==> config.mk <==
export PLATFORM = sky130hd
export DESIGN_NAME = clock_div_stretch_mux
export DESIGN_NICKNAME = d
export VERILOG_FILES = /design/src/rtl/clock_div_stretch_mux.sv
export SDC_FILE = /design/constraint.sdc
export NUM_CORES = 1
export LEC_CHECK = 0
export ABC_AREA = 1
export CAP_MARGIN = 20
export CORE_MARGIN = 2
export CORE_UTILIZATION = 35
export CTS_CLUSTER_SIZE = 10
export DETAILED_ROUTE_END_ITERATION = 10
export SYNTH_ARGS = -nofsm -noshare
export SYNTH_HDL_FRONTEND = slang
export SYNTH_SLANG_ARGS = --single-unit
==> constraint.sdc <==
create_clock -name clk -period 6.8 [get_ports clk]
set_clock_uncertainty 0.05 [all_clocks]
set_input_delay 0.68 -clock clk [delete_from_list [all_inputs] [get_ports clk]]
set_output_delay 0.68 -clock clk [all_outputs]
set_load 0.05 [all_outputs]
==> src/rtl/clock_div_stretch_mux.sv <==
// Programmable 50% clock divider with per-channel glitch-free inversion by half-period stretching.
// Outputs are registered one clk after the state update; config uses valid/ready and holds one value pending until the next rising event.
module clock_div_stretch_mux #(
  parameter int DIV_WIDTH  = 8,
  parameter int CHANNELS   = 2,
  parameter int RESET_HALF = 1
) (
  input  logic                 clk,
  input  logic                 reset,
  input  logic                 enable,
  input  logic                 cfg_valid,
  input  logic [DIV_WIDTH-1:0] cfg_half,
  output logic                 cfg_ready,
  input  logic [CHANNELS-1:0]  sel,
  output logic [CHANNELS-1:0]  clock_out,
  output logic [CHANNELS-1:0]  busy,
  output logic                 period_start
);

  localparam logic [DIV_WIDTH-1:0] ONE    = {{(DIV_WIDTH-1){1'b0}}, 1'b1};
  localparam logic [DIV_WIDTH-1:0] RST_HP = (RESET_HALF == 0) ? ONE : DIV_WIDTH'(RESET_HALF);

  logic [DIV_WIDTH-1:0] cnt, cnt_n;
  logic [DIV_WIDTH-1:0] hp, hp_n;
  logic [DIV_WIDTH-1:0] pend_hp, pend_hp_n;
  logic                 pend, pend_n;
  logic                 base, base_n;
  logic [CHANNELS-1:0]  inv_eff, inv_n;
  logic                 toggle;
  logic                 rise;

  always_comb begin
    cnt_n     = cnt;
    base_n    = base;
    hp_n      = hp;
    pend_n    = pend;
    pend_hp_n = pend_hp;
    inv_n     = inv_eff;
    rise      = 1'b0;
    toggle    = enable && (cnt == (hp - ONE));

    if (!enable) begin
      // Frozen divider: base parked low, inversion and config apply immediately.
      cnt_n  = '0;
      base_n = 1'b0;
      inv_n  = sel;
      if (pend) begin
        hp_n   = pend_hp;
        pend_n = 1'b0;
      end
    end else if (toggle) begin
      cnt_n  = '0;
      base_n = ~base;
      // Flipping inversion together with base holds the output level for one more half-period.
      inv_n  = sel;
      rise   = ~base;
      if (rise && pend) begin
        hp_n   = pend_hp;
        pend_n = 1'b0;
      end
    end else begin
      cnt_n = cnt + ONE;
    end

    if (cfg_valid && cfg_ready) begin
      pend_hp_n = (cfg_half == '0) ? ONE : cfg_half;
      pend_n    = 1'b1;
    end
  end

  always_ff @(posedge clk or posedge reset) begin
    if (reset) begin
      cnt          <= '0;
      base         <= 1'b0;
      hp           <= RST_HP;
      pend_hp      <= RST_HP;
      pend         <= 1'b0;
      inv_eff      <= '0;
      clock_out    <= '0;
      busy         <= '0;
      cfg_ready    <= 1'b1;
      period_start <= 1'b0;
    end else begin
      cnt          <= cnt_n;
      base         <= base_n;
      hp           <= hp_n;
      pend_hp      <= pend_hp_n;
      pend         <= pend_n;
      inv_eff      <= inv_n;
      clock_out    <= {CHANNELS{base_n}} ^ inv_n;
      busy         <= sel ^ inv_n;
      cfg_ready    <= ~pend_n;
      period_start <= rise;
    end
  end

endmodule

==> impl_metrics.py <==
metrics = {
    "run_status": {
        "status": "finished, final reports clean",
    },
    "logic_synthesis": {
        "synth_commonest_cells": "nand2_1 (67), inv_1 (39), dfrtp_1 (31)",
        "ys_warn_count": 0,
        "synth_area_leader_cell": "dfrtp_1",
        "synth_edf_count": 0,
        "syn-num-nets": 237,
        "synth_most_common_cell": "nand2_1",
        "synth_async_sr_flop_share_pct": 100,
        "netlist.area_leader.share_pct": 43.6,
        "postSynthCellCount": 220,
        "synth_area_sq_mm": 0.00178,
        "syn_area_per_cell_sq_um": 8.09,
        "synth_area_leaders": "dfrtp_1 (44%), nand2_1 (14%), inv_1 (8.2%)",
        "ys_seq_elements": 34,
        "ys_seq_area_share_pct": 48.0,
        "synthFlopType": "dfrtp_1",
        "ys_types": 26,
    },
    "detailed_routing": {
        "drt_iter0_drc": 54,
        "vias_per_cell": 4.39,
        "wl_per_cell_microns": 10.4,
        "dr.pass1.iters": 4,
        "num_vias": 1371,
        "route.detailed.drc": 0,
        "routed_wirelength_mm": 3.26,
        "route.antenna.remaining_nets": 0,
    },
    "global_route": {
        "first_global_vias": 1364,
        "grt_pass1_wl_mm": 5.87,
        "grt_overflow": 0,
        "grt_max_degree": 35,
        "grtUsageTotal_pct": 13.7,
        "antenna_found_initial": 0,
    },
    "setup_path": {
        "cp-end-kind": "register",
        "crit_path_start_kind": "register",
        "worstRegToRegCells": 14,
        "cp-endpoint": "clock_out[0]",
        "r2r-start": "hp[0]",
        "cp.arrival_ps": 2650,
        "required_ps": 6920,
        "r2r_end": "clock_out[0]",
        "critPathKind": "reg -> reg",
        "worst-path-max-fanout": 5,
        "startpoint": "hp[0]",
        "r2r_slack_ps": 4270,
    },
    "sta": {
        "worst_pin_slew_ps": 497,
        "finalSetupViolCount": 0,
        "fmax_mhz": 395,
        "slew_headroom_pct": 66.8,
        "setup_slack_ps": 4270,
        "final-max-slew-violation-count": 0,
        "setup_tns_ps": 0,
        "layout_min_cycle_time_ps": 2530,
        "fin_crit_sh_pct": 37.2,
        "rsz0062_at_grt": "no",
        "hold_violations": 0,
    },
    "finish": {
        "final-seq-area_sq_um": 855,
        "fin_area_sq_mm": 0.00215,
        "fin_nets": 261,
        "syn2layout_area_growth_pct": 21.0,
        "n_antenna_cell": 0,
        "num-fill-cells": 500,
        "multiInputGateArea_sq_um": 754,
        "final_cells": 312,
        "drive_above_1_share_pct": 9.80,
    },
    "floorplan": {
        "die_w_microns": 75.3,
        "rows": 25,
        "die-area_sq_mm": 0.00567,
        "core_area_sq_mm": 0.00482,
        "pin_count": 20,
        "initial_core_util_pct": 36.9,
        "die_h_microns": 75.3,
    },
    "min_path": {
        "hold_path_class": "reg -> reg",
    },
    "cts": {
        "cts_tree": "built",
        "cts-hold-fix-buffers": 0,
        "clock_sinks": 34,
        "path_clk_slew_ps": 70,
        "clock-root-buffer": "clkbuf_8",
        "clk_path_buf_depth": 2,
        "cts_buffers": 5,
        "worstSkewPairLatency_ps": 280,
        "cts_resized": 0,
        "cts-htree-levels": 2,
        "post_cts_buffers": 0,
    },
    "power": {
        "p_per_area_mw_per_mm2": 322,
        "pwr-share-clk_pct": 27.6,
        "power.internal_mw": 0.449,
        "vdd_ir_drop_max_mv": 0.157,
        "power.share.combinational_pct": 32.2,
        "switching_share_pct": 35.2,
        "p_leak_nw": 1.07,
        "pwr-share-seq_pct": 40.2,
        "switching_power_mw": 0.244,
    },
    "place": {
        "gp_congestion": 0.766,
        "post-place-ws_ps": 4260,
        "dp_cells": 304,
        "numPortBuffers": 19,
        "place_hpwl_mm": 2.42,
        "post_dp_cell_area_sq_mm": 0.00204,
    },
    "flow_run": {
        "max_cap_viol_count": 0,
    },
}
==> critical path, stage by stage (launching register included) <==
cell	delay [ps]
dfstp_2	540
inv_1	90
ha_1	320
nand2_1	80
nand4_1	100
nor2_1	110
nand2_1	90
nor2_4	120
nand3_4	120
nor2_1	130
ha_1	230
nor2_1	220
inv_1	90
nand3_1	90
nand2_1	60
==> power by group through the flow <==
stage	combinational [mW]	clock (mW)	sequential, mW
floorplan	0.166	0	0.290
global placement	0.222	0	0.282
detailed placement	0.225	0	0.282
CTS	0.226	0.200	0.279
global route	0.260	0.206	0.285
finish	0.223	0.191	0.279
==> kinds of logic (layout without fill, tap and decap cells) <==
| kind of cell | after synthesis | in the layout | synth area share (%) |
|---|---|---|---|
| simple gates | 122 | 122 | 32.3 |
| xor+xnor | 4 | 4 | 1.97 |
| compound gates | 11 | 11 | 3.52 |
| buf+inv | 42 | 67 | 9.56 |
| flops | 34 | 34 | 48.0 |
| mux | 4 | 4 | 2.53 |
| fa+ha+maj | 3 | 3 | 2.11 |
==> state kept, by name, indices dropped and copies added (netlist names), named ones only <==
| name | count |
|---|---|
| cnt | 8 |
| hp | 8 |
| pend_hp | 8 |
| busy | 2 |
| clock_out | 2 |
| base | 1 |
| cfg_ready | 1 |
| inv_eff | 1 |
| pend | 1 |
| period_start | 1 |
==> per-stage QoR <==
step / utilization (%) / hold slack, ps / total power [mW]
after detailed placement: 42.3 / 414 / 0.507
after floorplan: - / 399 / 0.455
after global placement: 42.3 / 417 / 0.504
after CTS: 44.7 / 425 / 0.704
final: 44.7 / 422 / 0.693
after global routing: 44.7 / 464 / 0.752
==> area by class of cell <==
cell class              count  share of cell area [%]
flip-flops and latches     34                    39.7
well taps                  67                    3.89
multi-input cells         144                    35.0
repair buffers             20                    9.18
clock inverters             1                    1.39
clock buffers               7                    4.01
inverters                  39                    6.80
==> per-layer routing <==
metal  vias to the layer above  routed length [microns]  GRT usage (%)
met2                        17                     1470           21.4
met4                         0                       44           5.85
li1                        732                        -              -
met3                         5                      104           3.57
met5                         -                        0              0
met1                       617                     1640           18.0
==> cells in the final DEF, fill, tap and decap left out, types with 4 or more instances in the layout <==
cell	n
nand3_1	15
nor3_1	4
o21ai_0	8
nor2_1	16
dfrtp_1	31
nand2_1	67
clkbuf_8	6
mux2_2	4
inv_1	39
clkdlybuf4s50_1	19
nand4_1	10
==> worst min path at each step <==
stage,end,cells after the start,slack [ps],startpoint
after floorplan,cnt[0],1,400,cnt[0]
after global placement,hp[0],2,420,hp[0]
after detailed placement,hp[0],2,410,hp[0]
after CTS,hp[0],2,430,hp[0]
after global routing,hp[0],2,460,hp[0]
final,hp[0],2,420,hp[0]
Power figures use the tool's default switching activity.
